## src/rtl/pipelined_adder_tree_if.sv

```systemverilog
// pipelined_adder_tree_if: beat input and sum output bundle for the adder tree
interface pipelined_adder_tree_if #(
  parameter int NUM_INPUT = 8,
  parameter int WIDTH_IN  = 16,
  parameter int WIDTH_OUT = 19
);
  logic                 ena;
  logic                 din_valid;
  logic                 din_last;
  logic [WIDTH_IN-1:0]  din [NUM_INPUT];
  logic [WIDTH_OUT-1:0] dout;
  logic                 dout_valid;
  logic                 dout_ovf;
  modport master (output ena, din_valid, din_last, din, input dout, dout_valid, dout_ovf);
  modport slave  (input ena, din_valid, din_last, din, output dout, dout_valid, dout_ovf);
endinterface

```

## src/rtl/pipelined_adder_tree.sv

```systemverilog
// pipelined_adder_tree: registered pairwise adder tree with optional frame accumulator
module pipelined_adder_tree #(
  parameter int NUM_INPUT   = 8,
  parameter int WIDTH_IN    = 16,
  parameter int IS_SIGNED   = 1,
  parameter int ACCUMULATE  = 0,
  parameter int ACC_LEN_MAX = 16
) (
  input logic clk,
  input logic rst_n,
  pipelined_adder_tree_if.slave s
);
  localparam int L         = NUM_INPUT > 1 ? $clog2(NUM_INPUT) : 1;
  localparam int WIDTH_SUM = WIDTH_IN + $clog2(NUM_INPUT);
  localparam int WIDTH_OUT = ACCUMULATE != 0 ? WIDTH_SUM + $clog2(ACC_LEN_MAX) : WIDTH_SUM;

  function automatic int lvl_n(input int k);
    int n = NUM_INPUT;
    for (int i = 0; i < k; i++) n = (n + 1) / 2;
    return n;
  endfunction

  logic [WIDTH_SUM-1:0] w_src [1:L][NUM_INPUT];
  logic [WIDTH_SUM-1:0] w_nxt [1:L][NUM_INPUT];
  logic [WIDTH_SUM-1:0] r_lvl [1:L][NUM_INPUT];
  logic [L-1:0]         r_vld;

  genvar k, j;
  generate
    for (k = 1; k <= L; k++) begin : g_lvl
      for (j = 0; j < NUM_INPUT; j++) begin : g_item
        if (k == 1) begin : g_ext
          assign w_src[k][j] = IS_SIGNED != 0 ? WIDTH_SUM'($signed(s.din[j])) : WIDTH_SUM'(s.din[j]);
        end else begin : g_prev
          assign w_src[k][j] = r_lvl[k-1][j];
        end
        // slots past this level's item count stay zero; an odd trailing item passes through
        if (j >= lvl_n(k)) begin : g_idle
          assign w_nxt[k][j] = '0;
        end else if (2 * j + 1 < lvl_n(k - 1)) begin : g_add
          assign w_nxt[k][j] = w_src[k][2*j] + w_src[k][2*j+1];
        end else begin : g_pass
          assign w_nxt[k][j] = w_src[k][2*j];
        end
        always_ff @(posedge clk or negedge rst_n)
          if (!rst_n) r_lvl[k][j] <= '0;
          else if (s.ena) r_lvl[k][j] <= w_nxt[k][j];
      end
    end
  endgenerate

  always_ff @(posedge clk or negedge rst_n)
    if (!rst_n) r_vld <= '0;
    else if (s.ena) r_vld <= L'({r_vld, s.din_valid});

  generate
    if (ACCUMULATE == 0) begin : g_beat
      assign s.dout       = r_lvl[L][0];
      assign s.dout_valid = r_vld[L-1];
      assign s.dout_ovf   = 1'b0;
    end else begin : g_acc
      localparam int CW = $clog2(ACC_LEN_MAX + 2);
      logic [L-1:0]         r_lst;
      logic [WIDTH_OUT-1:0] r_acc, r_dout, w_tx, w_sum;
      logic [CW-1:0]        r_cnt, w_cnt;
      logic                 r_first, r_dv, r_ovf;
      assign w_tx  = IS_SIGNED != 0 ? WIDTH_OUT'($signed(r_lvl[L][0])) : WIDTH_OUT'(r_lvl[L][0]);
      assign w_sum = (r_first ? '0 : r_acc) + w_tx;
      // beat count saturates one past the limit so overflow stays visible for long frames
      assign w_cnt = r_first ? CW'(1) : (r_cnt == CW'(ACC_LEN_MAX + 1) ? r_cnt : r_cnt + CW'(1));
      always_ff @(posedge clk or negedge rst_n)
        if (!rst_n) r_lst <= '0;
        else if (s.ena) r_lst <= L'({r_lst, s.din_last});
      always_ff @(posedge clk or negedge rst_n)
        if (!rst_n) begin
          r_acc   <= '0;
          r_cnt   <= '0;
          r_first <= 1'b1;
          r_dout  <= '0;
          r_dv    <= 1'b0;
          r_ovf   <= 1'b0;
        end else if (s.ena) begin
          r_dv <= r_vld[L-1] & r_lst[L-1];
          if (r_vld[L-1]) begin
            r_cnt   <= w_cnt;
            r_first <= r_lst[L-1];
            if (r_lst[L-1]) begin
              r_dout <= w_sum;
              r_ovf  <= w_cnt > CW'(ACC_LEN_MAX);
            end else r_acc <= w_sum;
          end
        end
      assign s.dout       = r_dout;
      assign s.dout_valid = r_dv;
      assign s.dout_ovf   = r_ovf;
    end
  endgenerate
endmodule

```

## src/flat_wrapper.sv

```systemverilog
// flat-port wrapper written by rule: the top's interface ports become plain ports
module pipelined_adder_tree_flat 
#(
  parameter int NUM_INPUT   = 8,
  parameter int WIDTH_IN    = 16,
  parameter int IS_SIGNED   = 1,
  parameter int ACCUMULATE  = 0,
  parameter int ACC_LEN_MAX = 16
)
  (clk, rst_n, s_ena, s_din_valid, s_din_last, s_din, s_dout, s_dout_valid, s_dout_ovf);
  pipelined_adder_tree_if #(.NUM_INPUT(NUM_INPUT), .WIDTH_IN(WIDTH_IN), .WIDTH_OUT(19)) s_i ();
  input logic clk;
  input logic rst_n;
  input wire logic [$bits(s_i.ena)-1:0] s_ena;
  input wire logic [$bits(s_i.din_valid)-1:0] s_din_valid;
  input wire logic [$bits(s_i.din_last)-1:0] s_din_last;
  input wire logic [$bits(s_i.din)-1:0] s_din;
  output wire logic [$bits(s_i.dout)-1:0] s_dout;
  output wire logic [$bits(s_i.dout_valid)-1:0] s_dout_valid;
  output wire logic [$bits(s_i.dout_ovf)-1:0] s_dout_ovf;
  assign s_i.ena = s_ena;
  assign s_i.din_valid = s_din_valid;
  assign s_i.din_last = s_din_last;
  assign s_i.din = {>>{s_din}};
  assign s_dout = s_i.dout;
  assign s_dout_valid = s_i.dout_valid;
  assign s_dout_ovf = s_i.dout_ovf;
  pipelined_adder_tree #(.NUM_INPUT(NUM_INPUT), .WIDTH_IN(WIDTH_IN), .IS_SIGNED(IS_SIGNED), .ACCUMULATE(ACCUMULATE), .ACC_LEN_MAX(ACC_LEN_MAX)) u_core (.clk(clk), .rst_n(rst_n), .s(s_i));
endmodule
```

## config.mk

```make
export PLATFORM = sky130hd
export DESIGN_NAME = pipelined_adder_tree_flat
export DESIGN_NICKNAME = d
export VERILOG_FILES = /design/src/rtl/pipelined_adder_tree_if.sv /design/src/rtl/pipelined_adder_tree.sv /design/src/flat_wrapper.sv
export SDC_FILE = /design/constraint.sdc
export NUM_CORES = 1
export LEC_CHECK = 0
export CAP_MARGIN = 20
export CORE_ASPECT_RATIO = 1.1
export CORE_MARGIN = 4
export CORE_UTILIZATION = 59
export DETAILED_ROUTE_END_ITERATION = 12
export DONT_BUFFER_PORTS = 1
export GPL_ROUTABILITY_DRIVEN = 0
export PLACE_DENSITY_LB_ADDON = 0.12
export RECOVER_POWER = 50
export SLEW_MARGIN = 20
export SYNTH_ARGS = -nofsm -noshare
export SYNTH_HDL_FRONTEND = slang
export SYNTH_SLANG_ARGS = --single-unit
export TNS_END_PERCENT = 20
```

## constraint.sdc

```tcl
create_clock -name clk -period 2.2 [get_ports clk]
set_input_delay 0.33 -clock clk [delete_from_list [all_inputs] [get_ports clk]]
set_output_delay 0.33 -clock clk [all_outputs]
set_load 0.05 [all_outputs]
```

==> results of run 1 <==
layer usage:
| metal | up-vias | routed length [µm] | GRT usage | share of wire |
|---|---|---|---|---|
| met5 | - | 0 | 0 | 0 |
| met4 | 0 | 272 | 0.0509 | 0.012 |
| met3 | 27 | 992 | 0.0478 | 0.043 |
| met2 | 166 | 11100 | 0.393 | 0.49 |
| met1 | 4021 | 10400 | 0.320 | 0.46 |
| li1 | 4083 | - | - | - |
kinds of logic (layout without fill, tap and decap cells):
logic type,after synthesis,in the layout,share of synthesized area
buffers and inverters,87,189,0.0399
other,1,1,0.000373
AOI/OAI and AO/OA,353,353,0.235
DFF,128,128,0.318
and+or+nand+nor,216,216,0.104
adders and majority gates,123,123,0.158
xor gates and xnor gates,77,77,0.0670
muxes,69,69,0.0766
metrics by stage:
step	hold WS, ns	utilization
final	-0.397	0.726
after global routing	-0.416	0.726
after CTS	-0.410	0.709
after detailed placement	0.0411	0.660
after global placement	0.0404	0.660
after floorplan	0.0344	-
what timing repair did:
| action | 4_1_cts | 5_1_grt |
|---|---|---|
| setup buffers | 5 | 6 |
| gates resized for setup | 26 | 45 |
| setup endpoints to repair | 25 | 39 |
| hold endpoints to repair | 128 | 128 |
| pin swaps | 21 | 29 |
placed cells by master (no fill, tap or decap), types with 10 or more instances in the layout:
master and count:
xnor2_1 54, o21ai_0 49, nand2_1 51, o21ai_1 17, nand3_1 14, clkbuf_16 17
a211oi_1 14, o211ai_1 16, a21o_1 43, a21oi_2 11, inv_1 37, nor2b_1 13
o21a_1 16, dfrtp_1 128, nor2_1 68, mux2_2 61, a31oi_1 10, xor2_1 17
nor3_1 12, ha_1 107, nand2b_1 10, buf_4 114, a21oi_1 82
state kept, by name, indices dropped and copies added, names as in the netlist:
signal,flops
u_core.r_lvl,106
u_core.r_vld,3
u_core.s.dout,19
critical path, delay by kind of cell (launching register included):
family	cells	cell delay, ns
AOI/OAI and AO/OA	4	0.88
DFF	1	0.40
adders and majority gates	2	0.39
muxes	1	0.26
buffers and inverters	2	0.22
xor gates and xnor gates	1	0.10
and+or+nand+nor	1	0.05
final cells by class:
class / instances / area share
inverters: 40 / 0.0125
well taps: 204 / 0.0213
multi-input cells: 839 / 0.569
clock inverters: 12 / 0.0173
flip-flops and latches: 128 / 0.267
clock buffers: 20 / 0.0380
repair buffers: 117 / 0.0748
worst max-delay path by stage:
stage,end,slack (ns),cells past startpoint
6_report,u_core.s.dout[16]$_DFFE_PN0P_,-0.24,11
5_1_grt,u_core.r_lvl[278]$_DFFE_PN0P_,-0.35,11
3_3_place_gp,u_core.r_lvl[435]$_DFFE_PN0P_,-0.42,9
2_1_floorplan,u_core.r_lvl[435]$_DFFE_PN0P_,-0.26,9
3_5_place_dp,u_core.r_lvl[435]$_DFFE_PN0P_,-0.43,9
4_1_cts,u_core.s.dout[16]$_DFFE_PN0P_,-0.26,10
report_power, final:
part / total, mW / switching (mW) / internal (mW)
registers: 4.37 / 1.21 / 3.16
clock network: 3.15 / 1.08 / 2.08
logic: 8.34 / 4.09 / 4.24
==> metrics, run 1 <==
Post-Layout Cell Count 1,360; largest net degree at the start of global routing 161; drt drc 0; top cells by count, synth 128 x dfrtp_1, 116 x ha_1, 94 x a21oi_1, 68 x nor2_1, 64 x mux2_2; WL final 22,800 µm; post-route clock skew 0.00812 ns; synth unique cells 72; final hold violations 128; Synth async-reset ratio 1.00; die area 19,200 µm²; TNS Setup -2.40 ns; Final setup viols 18; row count 49; RR Endpoint u_core.s.dout[16]$_DFFE_PN0P_; relative slew slack 0.598; syn nets 1,310; Reg area 3200 µm²; Slew @ Worst Pin 0.587 ns; Critical R2R Launch u_core.r_lvl[266]$_DFFE_PN0P_; DRT antenna net count 0; failing checks hold timing, setup timing; Worst-Skew Late Latency 0.42 ns; Longest Clk Path Bufs 2; Setup CP Type flop to flop; placed cells 1,318; number of port buffers 0; Placed Instance Area 10,900 µm²; most instantiated library cell after synthesis dfrtp_1; period utilisation layout 1.11; Max-cap violations 0; worst-path maximum fanout 2; Die Y 145 µm; FF+latch count, synth 128; Pwr Total 15.9 mW; Critical Path Source Type flop; area grow syn2layout 19.4%; HPWL Detailed 16,300 µm; Worst Setup End Kind flop; design area 12,000 µm²; PD cells 1320 nW/µm²; initial antenna violation count 0; wire per inst 16.8 µm; clock slew at reported path FFs 0.06 ns; crit-path cells ha_2, inv_2, fa_2, nor2b_2, o31a_1, o211ai_2, o211ai_1, buf_4, a221oi_2, xnor2_1, mux2_2; ANT cells 0; VDD IR-drop max 0.813 mV; Fillers 1,263; Nets 1,399; Post-Place Worst Slack -0.434 ns; arrival time at the worst endpoint 2.75 ns; Synth Flop Type dfrtp_1; via count 8,297; grt ovf 0; R2R setup slack -0.24 ns; Tmin final 2.44 ns; share of the synthesized area in the top cell type 0.318; Post-Syn Area 10,100 µm²; Post-Syn Area per Cell 9.55 µm²; io pins 154; DR pass1 iterations 5; TritonCTS Sinks 128; Worst Setup Slack, final -0.239 ns; yosys warns 0; Detailed Route Iter0 Violations 393; first-pass GRT wire length 38,500 µm; layout cells sized above 1 0.249; RSZ-0062 raised after global routing yes; H-tree level count 4; reg2reg path depth 11; Post-synth EDFFs 0; Via-to-Cell Ratio 6.10; CTS root buf clkbuf_16; slowest cell on the critical path dfrtp_1; initial core utilization 0.608; total CTS buffers 17; register area share after synthesis 0.318; largest cells by area after synthesis dfrtp_1 32%, ha_1 14%, mux2_2 7.2%, xnor2_1 5.0%, a21oi_1 4.7%; cells after synthesis 1,054; Worst Path Required 2.51 ns; total track usage 0.236; run status finished with violations; vias in the first global route 8,330; min-delay worst type primary input to asynchronous set/reset pin; Lkg Pwr 5.37 nW; core box area 16,600 µm²; Slew Limit Fails 0; launch point of the worst path u_core.r_lvl[266]$_DFFE_PN0P_; area of the multi-input gates 6840 µm²; CTS tree done; worst hold slack -0.397 ns; fmax 410 MHz; Die Span X 133 µm; Synth area leader dfrtp_1; CP peak stage delay 0.40 ns
Note: power is estimated with default switching activity, not from simulation.
==> run 2, diff against run 1 <==
==> constraint.sdc (replaced) <==
create_clock -name clk -period 2.2 [get_ports clk]
set_input_delay 0 -clock clk [delete_from_list [all_inputs] [get_ports clk]]
set_output_delay 0 -clock clk [all_outputs]
set_load 0.05 [all_outputs]
==> run 2 against run 1 <==
- the run still ends with hold timing, setup timing left
- core utilization rose by 2.2 points
- combinational power rose by 2%
- non-clock buffer count rose by 35
- fmax rose by 1.1%
- die area did not move
- worst setup slack improved by 0.026 ns
- design area rose by 3.1%
- clock power fell by 3%
- clock skew fell by 0.00062 ns
- largest cell class unchanged
==> metrics, run 2 (synthesis results as in run 1) <==
crit path buf inv count 0 (-2); commonest non-fill, non-tap cell in the layout dfrtp_1; clock slew at reported path FFs 0.06 ns (about the same); max FFs per register 106 (unchanged); H-tree level count 4 (unchanged); Die Y 145 µm (unchanged); io pins 154 (unchanged); Top reg by flops u_core.r_lvl; VDD IR-drop max 1.17 mV (+44%); Post-Layout Cell Count 1,394 (+2.5%); launch point of the worst path u_core.r_lvl[292]$_DFFE_PN0P_; worst-path maximum fanout 2 (unchanged); core box area 16,600 µm² (unchanged); Critical R2R Launch u_core.r_lvl[292]$_DFFE_PN0P_; DRT antenna net count 0 (unchanged); Detailed Route Iter0 Violations 439 (+12%); fmax 414 MHz (+1.1%); post-route clock skew 0.00751 ns (-0.000615 ns); Lkg Pwr 5.47 nW (+1.9%); Max-cap violations 0 (unchanged); relative slew slack 0.612 (+0.0133); final hold violations 128 (unchanged); area of the multi-input gates 6800 µm² (-0.53%); reg2reg path depth 8 (-3); slowest cell on the critical path dfrtp_1; initial core utilization 0.608 (unchanged); CP peak stage delay 0.39 ns (about the same); total track usage 0.255 (+0.0189); layout cells sized above 1 0.214 (-0.0348); die area 19,200 µm² (unchanged); period utilisation layout 1.10 (-0.0119); CTS tree done; RSZ-0062 raised after global routing yes; total CTS buffers 17 (unchanged); crit path to u_core.s.dout[16]$_DFFE_PN0P_; Worst Path Required 2.50 ns (about the same); PD cells 1290 nW/µm² (-2.6%); row count 49 (unchanged); wire per inst 17.4 µm (+3.8%); DR pass1 iterations 4 (-1); logic depth of the worst path, buffers included 8 (-3); grt ovf 0 (unchanged); TNS Setup -1.85 ns (+0.551 ns); Critical Path Source Type flop; RR Endpoint u_core.s.dout[16]$_DFFE_PN0P_; run status finished with violations; ANT cells 0 (unchanged); Die Span X 133 µm (unchanged); Slew @ Worst Pin 0.582 ns (-0.00565 ns); Worst Setup Slack, final -0.213 ns (+0.0262 ns); number of port buffers 0 (unchanged); Nets 1,434 (+2.5%); TritonCTS Sinks 128 (unchanged); Setup CP Type flop to flop; area grow syn2layout 23.0%; Worst-Skew Late Latency 0.42 ns (about the same); CTS hold repair buffers 66; arrival time at the worst endpoint 2.71 ns (-0.04 ns); CTS root buf clkbuf_16; initial antenna violation count 0 (unchanged); Final setup viols 19 (+1); crit-path cells ha_1, a21o_1, or3_4, o211ai_4, o211ai_1, a221oi_2, xnor2_1, mux2_2; worst hold slack -0.724 ns (-0.327 ns); Longest Clk Path Bufs 2 (unchanged); placed cells 1,287 (-2.4%); Worst Setup End Kind flop; most frequent cells in the layout 128 x dfrtp_1, 108 x ha_1, 83 x buf_4; vias in the first global route 8,567 (+2.8%); failing checks hold timing, setup timing; Tmin final 2.41 ns (-0.0262 ns); Via-to-Cell Ratio 6.03 (-1.1%); via count 8,411 (+1.4%); WL final 24,300 µm (+6.4%); drt drc 0 (unchanged); largest net degree at the start of global routing 129 (-20%); Slew Limit Fails 0 (unchanged); R2R setup slack -0.21 ns (+0.03 ns); Reg area 3200 µm² (unchanged); min-delay worst type primary input to asynchronous set/reset pin; first-pass GRT wire length 41,000 µm (+6.4%); family with the most delay on the worst path compound AO/OA/AOI/OAI gates; Fillers 1,226 (-2.9%); HPWL Detailed 16,400 µm (+0.26%)
-- run 2: worst min-delay path by stage --
stage                     start                            end  slack (ns)  depth (start not counted)
final                     rst_n  u_core.r_lvl[402]$_DFFE_PN0P_       -0.72                          0
after detailed placement  rst_n  u_core.r_lvl[402]$_DFFE_PN0P_       -0.29                          0
after global placement    rst_n  u_core.r_lvl[402]$_DFFE_PN0P_       -0.29                          0
after floorplan           rst_n  u_core.r_lvl[266]$_DFFE_PN0P_       -0.30                          0
after CTS                 rst_n  u_core.r_lvl[403]$_DFFE_PN0P_       -0.74                          0
after global routing      rst_n  u_core.r_lvl[402]$_DFFE_PN0P_       -0.75                          0
-- run 2: final cells by class --
cell class	count	share of cell area
flip-flops and latches	128	0.259
multi-input cells	839	0.550
clock buffers	19	0.0358
inverters	40	0.0121
repair buffers	152	0.108
well taps	204	0.0206
clock inverters	12	0.0154
-- run 2: through the flow --
stage	utilization	area (µm²)	total power, mW	hold slack, ns	setup slack (ns)
floorplan	-	10100	9.66	-0.296	-0.0733
detailed placement	0.643	10700	11.5	-0.291	-0.251
global route	0.748	12400	17.1	-0.750	-0.368
global placement	0.643	10700	11.3	-0.290	-0.163
CTS	0.731	12100	15.2	-0.740	-0.162
finish	0.748	12400	15.9	-0.724	-0.213
-- run 2: routing by layer --
layer	wire length (µm)	part of all wire	global-route usage
met1	11000	0.45	0.339
met2	12100	0.50	0.433
met3	969	0.040	0.0499
met4	259	0.011	0.0561
met5	0	0	0
-- run 2: what timing repair did --
action | in CTS | in global routing
setup buffers | 5 | 6
endpoints found under the setup margin | 25 | 38
resized for setup | 27 | 44
pin swaps | 24 | 25
hold endpoints to repair | 242 | 128
-- run 2: where the power goes --
part | switching [mW] | internal (mW) | total [mW]
logic | 4.12 | 4.37 | 8.49
registers | 1.22 | 3.16 | 4.38
clock network | 1.04 | 2.02 | 3.06
-- run 2: worst reg2reg max path, stage by stage (launching register included) --
cell and delay, ns:
dfrtp_1 0.39, ha_1 0.34, a21o_1 0.18, or3_4 0.35
o211ai_4 0.23, o211ai_1 0.19, a221oi_2 0.27, xnor2_1 0.08
mux2_2 0.26
==> run 3, diff against run 2 <==
Settings changed: CORE_UTILIZATION 59 to 65.
Clock period 2.2 ns to 2.5 ns, I/O delays scaled along.
==> run 3 against run 2 <==
- the flow still finishes with violations (hold timing, setup timing)
- global-route usage up 0.78 points
- sequential share of layout area up 1.9 points
- clock skew down 0.0020 ns
- clock power down 3%
- design area down 6.7%
- power down 17%
- combinational power down 25%
- final cell count down 6.7%
- sequential power down 12%
- fmax down 4.0%
- critical path type unchanged
- largest power group unchanged
==> metrics, run 3 (synthesis results as in run 1) <==
most frequent cells in the layout 128 x dfrtp_1, 113 x ha_1, 87 x a21oi_1; CTS tree done; row count 47 (-4.1%); H-tree level count 4 (unchanged); share of power burned in registers 0.291 (+0.016); R2R setup slack -0.01 ns (+0.20 ns); commonest non-fill, non-tap cell in the layout dfrtp_1; Tmin final 2.51 ns (+0.100 ns); grt ovf 0 (unchanged); final hold violations 128 (unchanged); Die Span X 127 µm (-4.4%); Nets 1,347 (-6.1%); CTS root buf clkbuf_16; Via-to-Cell Ratio 6.32 (+4.7%); Reg area 3200 µm² (unchanged); Worst-Skew Late Latency 0.42 ns (about the same); first-pass GRT wire length 38,600 µm (-5.9%); area of the multi-input gates 6610 µm² (-2.9%); P_sw 5.33 mW (-16%); relative slew slack 0.593 (-0.0185); Top reg by flops u_core.r_lvl; post-route clock skew 0.00554 ns (-0.00197 ns); CTS hold repair buffers 50 (-24%); fmax 398 MHz (-4.0%); DRT antenna net count 0 (unchanged); Worst Path Required 2.78 ns (+0.28 ns); Comb pwr share 0.484 (-0.049); largest net degree at the start of global routing 129 (unchanged); worst hold slack -0.726 ns (-0.00184 ns); Detailed Route Iter0 Violations 568 (+29%); TritonCTS Sinks 128 (unchanged); arrival time at the worst endpoint 2.79 ns (+0.08 ns); min-delay worst type primary input to asynchronous set/reset pin; initial core utilization 0.666 (+0.0579); HPWL Detailed 15,600 µm (-4.9%); vias in the first global route 8,201 (-4.3%); Max-cap violations 0 (unchanged); WL final 23,200 µm (-4.7%); DR pass1 iterations 5 (+1); drt drc 0 (unchanged); Setup CP Type flop to flop; Worst Setup End Kind flop; Internal 7.87 mW (-18%); total track usage 0.263 (+0.00780); Slew @ Worst Pin 0.610 ns (+0.0286 ns); die area 17,500 µm² (-8.7%); period utilisation layout 1.01 (-0.0916); Worst Setup Slack, final -0.0133 ns (+0.200 ns); TNS Setup -0.0214 ns (+1.83 ns); core box area 15,100 µm² (-8.7%); run status finished with violations; clock slew at reported path FFs 0.05 ns (about the same); via count 8,212 (-2.4%); Lkg Pwr 5.05 nW (-7.6%); wire per inst 17.8 µm (+2.2%); Fillers 1,105 (-9.9%); max FFs per register 106 (unchanged); Final setup viols 2 (-17); ANT cells 0 (unchanged); Critical Path Source Type flop; failing checks hold timing, setup timing; Slew Limit Fails 0 (unchanged); total CTS buffers 17 (unchanged); clock share of power 0.224 (+0.032); PD cells 1140 nW/µm² (-11%); RSZ-0062 raised after global routing yes; initial antenna violation count 0 (unchanged); number of port buffers 0 (unchanged); Longest Clk Path Bufs 2 (unchanged); io pins 154 (unchanged); area grow syn2layout 14.8%; VDD IR-drop max 0.884 mV (-25%); Sw Ratio 0.404 (+0.00368); layout cells sized above 1 0.139 (-0.0748); reg2reg path depth 10 (+2); worst-path maximum fanout 3 (+1); Post-Place Worst Slack -0.0565 ns (+0.194 ns); Die Y 139 µm (-4.5%)
==> run 3: worst paths after layout <==
path / from / end
min in group clk: s_din[14] / u_core.r_lvl[395]$_DFFE_PN0P_
worst min register to register: u_core.r_lvl[408]$_DFFE_PN0P_ / u_core.r_lvl[408]$_DFFE_PN0P_
worst max register to register: u_core.r_lvl[380]$_DFFE_PN0P_ / u_core.r_lvl[280]$_DFFE_PN0P_
worst min-delay path: rst_n / u_core.r_lvl[402]$_DFFE_PN0P_
max in group asynchronous: rst_n / u_core.r_lvl[421]$_DFFE_PN0P_
worst max-delay path: u_core.r_lvl[380]$_DFFE_PN0P_ / u_core.r_lvl[280]$_DFFE_PN0P_
==> run 3: layer usage <==
metal,global-route usage,routed length [µm]
met5,0,0
met3,0.0486,1190
met4,0.0774,383
met1,0.358,10100
met2,0.428,11500
==> run 3: per-stage QoR <==
stage               power (mW)  hold slack (ns)  instance area (µm²)   util  instances
global placement          9.35           -0.291                10100  0.671       1215
CTS                       12.8           -0.740                11400  0.754       1297
finish                    13.2           -0.726                11500  0.764       1300
global route              14.1           -0.746                11500  0.764       1300
floorplan                 8.48           -0.296                10100      -       1054
detailed placement        9.48           -0.292                10100  0.671       1215
==> run 3: worst max-delay path, cell delays in order, from the launching register on <==
cell and delay [ns]:
dfrtp_1 0.39, ha_4 0.17, inv_2 0.04, fa_2 0.35
nor2b_2 0.13, o31a_1 0.22, o21ai_2 0.09, a211o_1 0.33
a311oi_2 0.34, mux2i_1 0.21, o311ai_1 0.10
==> run 3: what timing repair did <==
item,in CTS,in global routing
pin swaps,1,16
gates resized for setup,4,28
setup buffers,0,3
endpoints found under the hold margin,243,128
setup endpoints to repair,4,17
==> run 3: power groups by stage <==
stage	clock, mW	sequential [mW]	combinational [mW]
after floorplan	0	3.11	5.37
after global placement	0	3.84	5.50
after detailed placement	0	3.86	5.62
after CTS	2.99	3.83	5.96
after global routing	3.09	3.91	7.10
final	2.96	3.84	6.39
==> run 3: cell type report <==
type / count / area share
clock buffer: 19 / 0.0392
tap: 196 / 0.0212
clock inverter: 13 / 0.0222
multi-input combinational: 839 / 0.572
inverter: 40 / 0.0130
timing repair buffer: 65 / 0.0546
sequential: 128 / 0.277
